$ cat src/rtl/sprite_cmd_encoder.sv
// Sprite command-word transmitter: serialises one sprite descriptor into four
// display command words, or emits a buffer-swap word, each followed by idle gaps.
module sprite_cmd_encoder #(
    parameter int unsigned WORD_CYCLES = 1,
    parameter int unsigned GAP_CYCLES  = 1
) (
    input  logic        clk,
    input  logic        reset,
    input  logic        req_valid,
    output logic        req_ready,
    input  logic [5:0]  req_component,
    input  logic [4:0]  req_subcomponent,
    input  logic [4:0]  req_pattern,
    input  logic        req_visible,
    input  logic        req_flip,
    input  logic [9:0]  req_x,
    input  logic [9:0]  req_y,
    input  logic [9:0]  req_attr,
    input  logic        commit_valid,
    output logic        commit_ready,
    output logic [31:0] writedata,
    output logic        front_buf,
    output logic        busy
);

    localparam int unsigned CNT_W      = 4;
    localparam int unsigned WORD_W     = 32;
    localparam logic [CNT_W-1:0] WORD_LAST = CNT_W'(WORD_CYCLES - 1);
    localparam logic [CNT_W-1:0] GAP_LAST  = CNT_W'(GAP_CYCLES - 1);
    localparam logic [3:0] CMD_SPRITE = 4'b0001;
    localparam logic [3:0] CMD_SWAP   = 4'b1111;

    typedef enum logic [1:0] {
        S_IDLE,
        S_WORD,
        S_GAP
    } state_t;

    state_t            r_state, w_state_nxt;
    logic [1:0]        r_idx, w_idx_nxt;
    logic [CNT_W-1:0]  r_cnt, w_cnt_nxt;
    logic              r_swap, w_swap_nxt;
    logic              r_buf, w_buf_nxt;
    logic              r_front_buf, w_front_buf_nxt;
    logic [WORD_W-1:0] r_writedata, w_writedata_nxt;

    logic [5:0]        r_comp;
    logic [4:0]        r_sub;
    logic [4:0]        r_pattern;
    logic              r_visible;
    logic              r_flip;
    logic [9:0]        r_x;
    logic [9:0]        r_y;
    logic [9:0]        r_attr;

    logic              w_idle;
    logic              w_req_accept;
    logic              w_commit_accept;

    // Build sprite word <idx> (0: pattern/flags, 1: X, 2: Y, 3: attribute).
    function automatic logic [WORD_W-1:0] f_sprite_word(
        input logic [5:0] comp,
        input logic [4:0] sub,
        input logic [4:0] pattern,
        input logic       visible,
        input logic       flip,
        input logic [9:0] x,
        input logic [9:0] y,
        input logic [9:0] attr,
        input logic       bufbit,
        input logic [1:0] idx
    );
        logic [12:0] data;
        logic [2:0]  wtype;
        wtype = 3'(idx) + 3'd1;
        case (idx)
            2'd0:    data = {visible, flip, 6'b0, pattern};
            2'd1:    data = {3'b0, x};
            2'd2:    data = {3'b0, y};
            default: data = {3'b0, attr};
        endcase
        return {comp, sub, CMD_SPRITE, wtype, bufbit, data};
    endfunction

    // Handshake: sprite requests win over a simultaneous commit; both blocked in reset.
    assign w_idle          = (r_state == S_IDLE);
    assign req_ready       = w_idle && !reset;
    assign commit_ready    = w_idle && !reset && !req_valid;
    assign w_req_accept    = req_valid && req_ready;
    assign w_commit_accept = commit_valid && commit_ready;

    assign writedata = r_writedata;
    assign front_buf = r_front_buf;
    assign busy      = !w_idle;

    // State and output registers.
    always_ff @(posedge clk or posedge reset) begin
        if (reset) begin
            r_state     <= S_IDLE;
            r_idx       <= 2'd0;
            r_cnt       <= '0;
            r_swap      <= 1'b0;
            r_buf       <= 1'b0;
            r_front_buf <= 1'b0;
            r_writedata <= '0;
        end else begin
            r_state     <= w_state_nxt;
            r_idx       <= w_idx_nxt;
            r_cnt       <= w_cnt_nxt;
            r_swap      <= w_swap_nxt;
            r_buf       <= w_buf_nxt;
            r_front_buf <= w_front_buf_nxt;
            r_writedata <= w_writedata_nxt;
        end
    end

    // Latch the descriptor on accept; it is ignored for the rest of the sequence.
    always_ff @(posedge clk or posedge reset) begin
        if (reset) begin
            r_comp    <= '0;
            r_sub     <= '0;
            r_pattern <= '0;
            r_visible <= 1'b0;
            r_flip    <= 1'b0;
            r_x       <= '0;
            r_y       <= '0;
            r_attr    <= '0;
        end else if (w_req_accept) begin
            r_comp    <= req_component;
            r_sub     <= req_subcomponent;
            r_pattern <= req_pattern;
            r_visible <= req_visible;
            r_flip    <= req_flip;
            r_x       <= req_x;
            r_y       <= req_y;
            r_attr    <= req_attr;
        end
    end

    // Next-state and next-word logic: WORD holds a word, GAP holds idle, then advance.
    always_comb begin
        w_state_nxt     = r_state;
        w_idx_nxt       = r_idx;
        w_cnt_nxt       = r_cnt;
        w_swap_nxt      = r_swap;
        w_buf_nxt       = r_buf;
        w_front_buf_nxt = r_front_buf;
        w_writedata_nxt = r_writedata;

        case (r_state)
            S_IDLE: begin
                w_writedata_nxt = '0;
                if (w_req_accept) begin
                    w_buf_nxt       = ~r_front_buf;
                    w_idx_nxt       = 2'd0;
                    w_cnt_nxt       = '0;
                    w_swap_nxt      = 1'b0;
                    w_writedata_nxt = f_sprite_word(req_component, req_subcomponent,
                                                    req_pattern, req_visible, req_flip,
                                                    req_x, req_y, req_attr,
                                                    ~r_front_buf, 2'd0);
                    w_state_nxt     = S_WORD;
                end else if (w_commit_accept) begin
                    w_front_buf_nxt = ~r_front_buf;
                    w_cnt_nxt       = '0;
                    w_swap_nxt      = 1'b1;
                    w_writedata_nxt = {6'b0, 5'b0, CMD_SWAP, 3'b0, ~r_front_buf, 13'b0};
                    w_state_nxt     = S_WORD;
                end
            end

            S_WORD: begin
                if (r_cnt == WORD_LAST) begin
                    w_cnt_nxt       = '0;
                    w_writedata_nxt = '0;
                    w_state_nxt     = S_GAP;
                end else begin
                    w_cnt_nxt = r_cnt + CNT_W'(1);
                end
            end

            S_GAP: begin
                if (r_cnt == GAP_LAST) begin
                    w_cnt_nxt = '0;
                    if (!r_swap && (r_idx != 2'd3)) begin
                        w_idx_nxt       = r_idx + 2'd1;
                        w_writedata_nxt = f_sprite_word(r_comp, r_sub, r_pattern,
                                                        r_visible, r_flip, r_x, r_y,
                                                        r_attr, r_buf, r_idx + 2'd1);
                        w_state_nxt     = S_WORD;
                    end else begin
                        w_swap_nxt  = 1'b0;
                        w_state_nxt = S_IDLE;
                    end
                end else begin
                    w_cnt_nxt = r_cnt + CNT_W'(1);
                end
            end

            default: begin
                w_state_nxt     = S_IDLE;
                w_writedata_nxt = '0;
            end
        endcase
    end

endmodule

$ cat config.mk
export PLATFORM = sky130hd
export DESIGN_NAME = sprite_cmd_encoder
export DESIGN_NICKNAME = d
export VERILOG_FILES = /design/src/rtl/sprite_cmd_encoder.sv
export SDC_FILE = /design/constraint.sdc
export NUM_CORES = 1
export LEC_CHECK = 0
export BUFFER_PORTS_ARGS = -buffer_cell sky130_fd_sc_hd__buf_4
export CAP_MARGIN = 10
export CORE_ASPECT_RATIO = 1.2
export CORE_MARGIN = 10
export CORE_UTILIZATION = 27
export DETAILED_ROUTE_END_ITERATION = 7
export PLACE_DENSITY = 0.52
export REMOVE_ABC_BUFFERS = 1
export SETUP_SLACK_MARGIN = 0.15
export SYNTH_ARGS = -nofsm -noshare
export SYNTH_HDL_FRONTEND = slang
export SYNTH_SLANG_ARGS = --single-unit
$ cat constraint.sdc
create_clock -name clk -period 4.16 [get_ports clk]
set_input_delay 1.248 -clock clk [delete_from_list [all_inputs] [get_ports clk]]
set_output_delay 1.248 -clock clk [all_outputs]
set_load 0.005 [all_outputs]
==> metrics.cfg, run 1 <==
[floorplanning]
dieArea_mm2=0.0205
die_height_um=155
die_w_um=132
coreArea_mm2=0.0149
std_cell_rows=49
ios=88
initial_utilization_pct=27.4

[logic_synthesis]
synth.most_common_cell=nand2_1
synth_area_leaders=dfrtp_1, nand2_1, o2bb2ai_1
syn_area_mm2=0.00409
synthTopCellsByCount=nand2_1, dfrtp_1, inv_1
ys_ff_latch=88
synth_edf_count=0
synth_cell_type_count=39
syn_avg_cell_area_um2=9.44
yosysTopAreaCellShare_pct=53.9
syn_inst=433
synth_ff_type=dfrtp_1
ys_warn_count=0
seq_area_frac_synth_pct=53.9
yosysTopAreaCell=dfrtp_1
async_flop_share_pct=100

[cells_and_area]
area_growth_pct=27.1
drive_gt1_share_pct=22.4
nFillCells=1542
fin_cells=714
nets=569
fin_area_mm2=0.00519
final_util_pct=34.9
n_antenna_cell=0

[placement]
hpwl_mm=7.62
io_buffers=86
gp_congestion=0.767
placed_cells=699
placed_area_mm2=0.00489

[cts]
postCtsSetupRepairBufs=0
cts_max_level=3
post_cts_resized=0
tritoncts=yes
cts_root_buffer=clkbuf_16
path_clk_slew_ns=0.06
tritoncts.num_buffers=9
clock-sinks=88
clock_latency_ns=0.35
cts_hold_repair.buffers=0
clock_path_buffers=2

[sta]
hold_viol_final=0
tns_ns=0
skew_ns=0.00309
rsz0062_at_grt=no
slew_headroom_pct=23.1
setup-violations-final=0
tightest_slew_ns=1.15
final_max_slew_viol_count=0
fin_crit_sh_pct=73.8
fin_crit_ns=3.07
fmax_mhz=326

[critical_path]
arrival_ns=1.82
critPathMaxFanout=4
crit_path_start_kind=input pin
worstSetupEndpointType=primary output
critPathRequiredTime_ns=2.91
critical_path_class=input pin to primary output

[grt]
overflow=0
grtUsageTotal_pct=11.2
grt_max_degree=51
grt_pass1_wl_mm=18.3
grt_pass1_vias=3434
antenna_found_initial=0

[power]
peakVddDrop_uv=244
p_total_mw=3.55
p_leak_nw=2.56
power_density_mw_per_mm2=684

[route]
antenna_left=0
routedWlPerCell_um=16.0
drt-pass1-iter-count=6
drcViolationCount=0
vias_per_cell=4.71
dr.first_iter.drc_count=177
wirelength_mm=11.4
vias=3361

[flow_run]
max_cap_viol_count=0

[worst_hold_path]
min_path_type=flip-flop to flip-flop

[run_status]
status=completed

-- path summary, 6_finish.rpt --
| check | startpoint | endpoint | slack (ns) | cells past startpoint |
|---|---|---|---|---|
| hold / removal | r_y[7] | r_y[7] | 0.47 | 2 |
| max in group asynchronous | reset | r_attr[8] | 2.15 | 3 |
| setup reg to reg | r_idx[0] | writedata[31] | 1.73 | 5 |
| min in group asynchronous | reset | writedata[17] | 0.95 | 2 |
| setup / recovery | reset | req_ready | 1.09 | 4 |
| hold reg to reg | r_y[7] | r_y[7] | 0.47 | 2 |
-- per-stage QoR --
step                      hold WS (ns)  setup WS [ns]
final                            0.474           1.09
after global routing             0.492           1.03
after CTS                        0.478           1.09
after detailed placement         0.462           1.09
after global placement           0.457           1.11
after floorplan                  0.445          0.177
-- flip-flops by register name (all words and copies together) (netlist names) --
register   flops
r_x           10
r_idx          2
front_buf      1
r_attr        10
r_swap         1
r_sub          5
r_visible      1
writedata     29
r_state        2
r_buf          1
r_flip         1
r_y           10
r_comp         6
r_pattern      5
r_cnt          4
-- worst max-delay path, stage by stage --
cell	delay (ns)
buf_4	0.13
nand2b_1	0.18
inv_1	0.14
buf_4	0.13
-- cells in the final DEF (no fill, tap or decap), types with 2 or more instances in the layout --
| master | count |
|---|---|
| a32oi_1 | 2 |
| ha_1 | 11 |
| o2bb2ai_1 | 19 |
| buf_4 | 89 |
| mux2_2 | 2 |
| inv_1 | 21 |
| bufinv_16 | 2 |
| a22oi_1 | 21 |
| clkinv_2 | 2 |
| nand3_1 | 6 |
| nand2_1 | 167 |
| nor2_1 | 7 |
| clkbuf_1 | 2 |
| clkbuf_16 | 9 |
| o22ai_1 | 2 |
| mux2i_1 | 13 |
| a222oi_1 | 5 |
| a32o_1 | 2 |
| a22o_1 | 3 |
| o21ai_0 | 13 |
| a21oi_1 | 3 |
| dfrtp_1 | 88 |
-- metal layers --
layer	wire length [um]	vias to the layer above	part of all wire (%)	GRT usage, %
li1	-	1592	-	-
met3	550	16	4.8	2.98
met1	5410	1652	47	14.4
met4	169	0	1.5	4.67
met5	0	-	0	0
met2	5310	101	46	17.2
-- where the power goes --
part | total [mW] | internal [mW] | leakage (nW) | switching, mW
clock network | 0.845 | 0.521 | 0.149 | 0.324
registers | 1.39 | 1.19 | 1.14 | 0.197
logic | 1.32 | 0.538 | 1.27 | 0.782
-- logic make-up (layout without fill, tap and decap cells) --
family          Yosys count  after routing  share of synthesized area [%]
simple gates            191            191                           18.7
mux                      15             15                           3.73
other cells               1              1                         0.0917
fa+ha+maj                11             11                           3.37
xor+xnor                  1              1                          0.214
buf+inv                  50            127                           5.60
compound gates           76             76                           14.5
flops                    88             88                           53.9
-- area by class of cell --
class | instances | area (um^2) | area share [%]
Timing Repair Buffer | 90 | 688 | 13.2
Inverter | 22 | 85.1 | 1.64
Sequential cell | 88 | 2200 | 42.4
Clock inverter | 4 | 70.1 | 1.35
Multi-Input combinational cell | 295 | 1660 | 32.0
Clock buffer | 11 | 233 | 4.48
Tap cell | 204 | 255 | 4.91
Note: power is estimated with default switching activity, not from simulation.
==> inputs of run 2 (changes only) <==
--- a/config.mk
+++ b/config.mk
@@ -11,7 +11,7 @@
 export CORE_MARGIN = 10
 export CORE_UTILIZATION = 27
 export DETAILED_ROUTE_END_ITERATION = 7
-export PLACE_DENSITY = 0.52
+export PLACE_DENSITY = 0.54
 export REMOVE_ABC_BUFFERS = 1
 export SETUP_SLACK_MARGIN = 0.15
 export SYNTH_ARGS = -nofsm -noshare
==> constraint.sdc (replaced) <==
create_clock -name clk -period 2.47 [get_ports clk]
set_input_delay 0.741 -clock clk [delete_from_list [all_inputs] [get_ports clk]]
set_output_delay 0.741 -clock clk [all_outputs]
set_load 0.005 [all_outputs]
==> run 2 against run 1 <==
Worst hold slack better by 0.0056 ns. Sequential power is 70% higher. Sequential cell count stayed put. Setup slack worse by 0.82 ns. Cell count is 1.1% higher. Sequential share of layout area is 1.1 points lower. Global-route usage is 0.18 points higher. Register-to-register slack worse by 1.4 ns. Core utilization is 0.93 points higher. Non-clock buffer count is 6 higher. Final area is 2.7% higher. Critical endpoint is now busy. Largest power group unchanged. Highest routed layer unchanged.
==> metrics.cfg, run 2 (synthesized netlist as in run 1, its figures left out) <==
[route]
dr.first_iter.drc_count=191
drcViolationCount=0
routedWlPerCell_um=16.5
vias=3323
met3_length_um=554
wirelength_mm=11.9
vias_per_cell=4.60
wl_met1_mm=5.49
drt-pass1-iter-count=6
antenna_left=0
dr_wl_met2_mm=5.71
maxUsedRoutingLayer=met4

[critical_path]
crit_family=buffers and inverters
worst_path_max_delay_cell=dfrtp_1
critical_path_class=flip-flop to primary output
path_buf_inv=4
crit_path_start_kind=flip-flop
max_stage_delay_ns=0.40
critPathRequiredTime_ns=1.73
worstSetupEndpointType=primary output
critPathMaxFanout=8
arrival_ns=1.46
crit_chain=inv_1 > ha_1 > buf_4 > inv_1 > buf_4

[floorplanning]
die_height_um=155
die_w_um=132
dieArea_mm2=0.0205
initial_utilization_pct=27.4
coreArea_mm2=0.0149
ios=88
std_cell_rows=49

[placement]
io_buffers=86
pre_cts_ws_ns=0.223
placed_cells=705
hpwl_mm=7.97
gp_congestion=0.771

[cts]
tritoncts=yes
clock_latency_ns=0.34
post_cts_resized=0
cts_root_buffer=clkbuf_16
cts_max_level=3
postCtsSetupRepairBufs=0
clock-sinks=88
clock_path_buffers=2
tritoncts.num_buffers=9
path_clk_slew_ns=0.06
cts_hold_repair.buffers=0

[sta]
tns_ns=0
worst_slack_ns=0.271
fin_crit_ns=2.20
hold_viol_final=0
final_max_slew_viol_count=0
tightest_slew_ns=0.774
fmax_mhz=455
rsz0062_at_grt=no
skew_ns=0.00697
fin_crit_sh_pct=89.0
slew_headroom_pct=48.4
setup-violations-final=0

[cells_and_area]
area_growth_pct=30.4
nets=576
most-common-layout-cells=nand2_1, buf_4, dfrtp_1
mostFrequentLayoutCell=nand2_1
largest_reg_flops=29
final_util_pct=35.8
n_antenna_cell=0
fin_cells=722
drive_gt1_share_pct=23.9

[grt]
overflow=0
grt_pass1_vias=3542
grt_pass1_wl_mm=18.7
grtUsageTotal_pct=11.3
grt_max_degree=89
antenna_found_initial=0

[power]
power_density_mw_per_mm2=1170
p_leak_nw=2.61
peakVddDrop_uv=460
p_total_mw=6.24

[flow_run]
max_cap_viol_count=0

[run_status]
status=completed

[worst_hold_path]
min_path_type=flip-flop to flip-flop

-- run 2: layout make-up --
type	count	area [um^2]
tap	204	255
fill	1527	9560
multi-input combinational	296	1680
clock buffer	9	225
clock inverter	7	120
sequential	88	2200
timing repair buffer	96	771
inverter	22	85.1
-- run 2: stage by stage --
| step | hold WS [ns] | area, um^2 |
|---|---|---|
| final | 0.480 | 5330 |
| after global placement | 0.457 | 4970 |
| after CTS | 0.479 | 5320 |
| after floorplan | 0.445 | 3940 |
| after global routing | 0.501 | 5330 |
| after detailed placement | 0.462 | 4970 |
-- run 2: where the power goes --
group | internal (mW) | total, mW | switching, mW
clock | 0.988 | 1.58 | 0.587
combinational | 0.970 | 2.31 | 1.34
sequential | 2.00 | 2.36 | 0.356
total | 3.96 | 6.24 | 2.28
-- run 2: tightest hold or removal path, delay by kind of cell (launching register included) --
| family | cells | cell delay, ns |
|---|---|---|
| DFF | 1 | 0.34 |
| and+or+nand+nor | 2 | 0.10 |
-- run 2: worst paths after layout --
path / slack [ns] / cells past startpoint / start / endpoint
worst min register to register: 0.48 / 2 / r_attr[0] / r_attr[0]
worst max register to register: 0.37 / 6 / r_cnt[0] / writedata[14]
min in group asynchronous: 0.52 / 3 / reset / front_buf
max in group asynchronous: 1.55 / 3 / reset / r_cnt[2]
worst max-delay path: 0.27 / 5 / r_state[0] / busy
worst min-delay path: 0.48 / 2 / r_attr[0] / r_attr[0]
-- run 2: layer usage --
metal,vias up,global-route usage (%)
met5,-,0
met4,0,3.83
met3,12,2.66
met2,93,18.5
met1,1611,14.4
li1,1607,-
==> inputs of run 3 (changes only) <==
--- a/config.mk
+++ b/config.mk
@@ -5,12 +5,14 @@
 export SDC_FILE = /design/constraint.sdc
 export NUM_CORES = 1
 export LEC_CHECK = 0
+export ABC_CLOCK_PERIOD_IN_PS = 2470
 export BUFFER_PORTS_ARGS = -buffer_cell sky130_fd_sc_hd__buf_4
 export CAP_MARGIN = 10
 export CORE_ASPECT_RATIO = 1.2
 export CORE_MARGIN = 10
 export CORE_UTILIZATION = 27
 export DETAILED_ROUTE_END_ITERATION = 7
+export MAX_ROUTING_LAYER = met4
 export PLACE_DENSITY = 0.54
 export REMOVE_ABC_BUFFERS = 1
 export SETUP_SLACK_MARGIN = 0.15
==> run 3 against run 2 <==
Final area did not move. Cell count did not move. Sequential share of layout area did not move. Global-route usage rose by 0.34 points. Via count rose by 0.42%. Critical path depth did not move. Clock power barely moved. Core utilization did not move.
==> metrics.cfg, run 3 (synthesized netlist as in run 1, its figures left out) <==
[cts]
cts_hold_repair.buffers=0
clock_latency_ns=0.35
path_clk_slew_ns=0.06
postCtsSetupRepairBufs=0
tritoncts.num_buffers=9
clock-sinks=88
tritoncts=yes
clock_path_buffers=2
cts_max_level=3
cts_root_buffer=clkbuf_16

[cells_and_area]
n_antenna_cell=0
largest_reg_flops=29
drive_gt1_share_pct=23.9
nets=576
mostFrequentLayoutCell=nand2_1
most-common-layout-cells=nand2_1, buf_4, dfrtp_1
area_growth_pct=30.4

[sta]
setup-violations-final=0
fin_crit_ns=2.20
final_max_slew_viol_count=0
fmax_mhz=454
slew_headroom_pct=47.2
skew_ns=0.00716
holdWs_ns=0.479
tightest_slew_ns=0.792
hold_viol_final=0
fin_crit_sh_pct=89.1
rsz0062_at_grt=no

[grt]
grt_max_degree=89
overflow=0
grt_pass1_wl_mm=18.8
grt_pass1_vias=3541
antenna_found_initial=0
grtUsageTotal_pct=11.7

[floorplanning]
std_cell_rows=49
ios=88
initial_utilization_pct=27.4
die_height_um=155
die_w_um=132
coreArea_mm2=0.0149
dieArea_mm2=0.0205

[power]
power_density_mw_per_mm2=1170
p_leak_nw=2.61
p_total_mw=6.25
peakVddDrop_uv=459

[run_status]
status=completed

[flow_run]
max_cap_viol_count=0

[critical_path]
worst_path_max_delay_cell=dfrtp_1
crit_chain=inv_1 > ha_1 > buf_4 > inv_1 > buf_4
critPathMaxFanout=8
critPathRequiredTime_ns=1.73
path_buf_inv=4
critical_path_class=flip-flop to primary output
crit_family=buffers and inverters
crit_path_start_kind=flip-flop
arrival_ns=1.46
worstSetupEndpointType=primary output
max_stage_delay_ns=0.40

[route]
vias=3337
antenna_left=0
vias_per_cell=4.62
routedWlPerCell_um=16.5
drt-pass1-iter-count=4
wirelength_mm=11.9
drcViolationCount=0
dr.first_iter.drc_count=199

[placement]
hpwl_mm=7.97
gp_congestion=0.781
io_buffers=86

[worst_hold_path]
min_path_type=flip-flop to flip-flop

run 3: cell counts in the layout (fill, tap and decap cells not counted):
Identical to the previous run, type by type.
run 3: area by class of cell:
cell class              instances  area (um^2)
clock buffers                   9          225
repair buffers                 96          771
clock inverters                 7          120
flip-flops and latches         88         2200
fillers                      1527         9560
well taps                     204          255
multi-input cells             296         1680
inverters                      22         85.1
run 3: final timing paths:
path | startpoint | end | slack [ns] | depth (start not counted)
min reg2reg | r_sub[2] | r_sub[2] | 0.48 | 2
min in group asynchronous | reset | front_buf | 0.52 | 3
min | r_sub[2] | r_sub[2] | 0.48 | 2
max reg2reg | r_cnt[0] | writedata[14] | 0.37 | 6
max in group asynchronous | reset | r_pattern[1] | 1.56 | 3
max | r_state[0] | busy | 0.27 | 5
run 3: where the power goes:
group	switching (mW)	total (mW)	internal, mW
registers	0.352	2.36	2.00
logic	1.34	2.31	0.970
clock network	0.592	1.58	0.988
total	2.28	6.25	3.96
run 3: worst reg2reg max path, stage by stage (launching register included):
cell and delay [ns]:
dfrtp_1 0.40, inv_1 0.10, ha_1 0.17, or3b_4 0.43, nor3_2 0.35, nor2_4 0.21
mux2_2 0.32
run 3: per-layer routing:
| metal | up-vias | global-route usage [%] | part of all wire, % |
|---|---|---|---|
| met1 | 1621 | 14.7 | 47 |
| met4 | 0 | 3.78 | 1.3 |
| li1 | 1609 | - | - |
| met5 | - | - | 0 |
| met3 | 11 | 2.37 | 4.0 |
| met2 | 96 | 18.5 | 48 |
run 3: repair_timing:
item,4_1_cts,5_1_grt
gates resized for setup,0,1
endpoints found under the setup margin,0,12
hold endpoints to repair,0,0
run 3: stage by stage:
step	util (%)	setup TNS [ns]	instance area [um^2]	setup WS (ns)	std cells
final	35.8	0	5330	0.268	722
after floorplan	-	-55.82	3940	-1.01	405
after CTS	35.7	0	5320	0.211	721
after global routing	35.8	0	5330	0.178	722
after global placement	33.4	0	4970	0.294	705
after detailed placement	33.4	0	4970	0.223	705
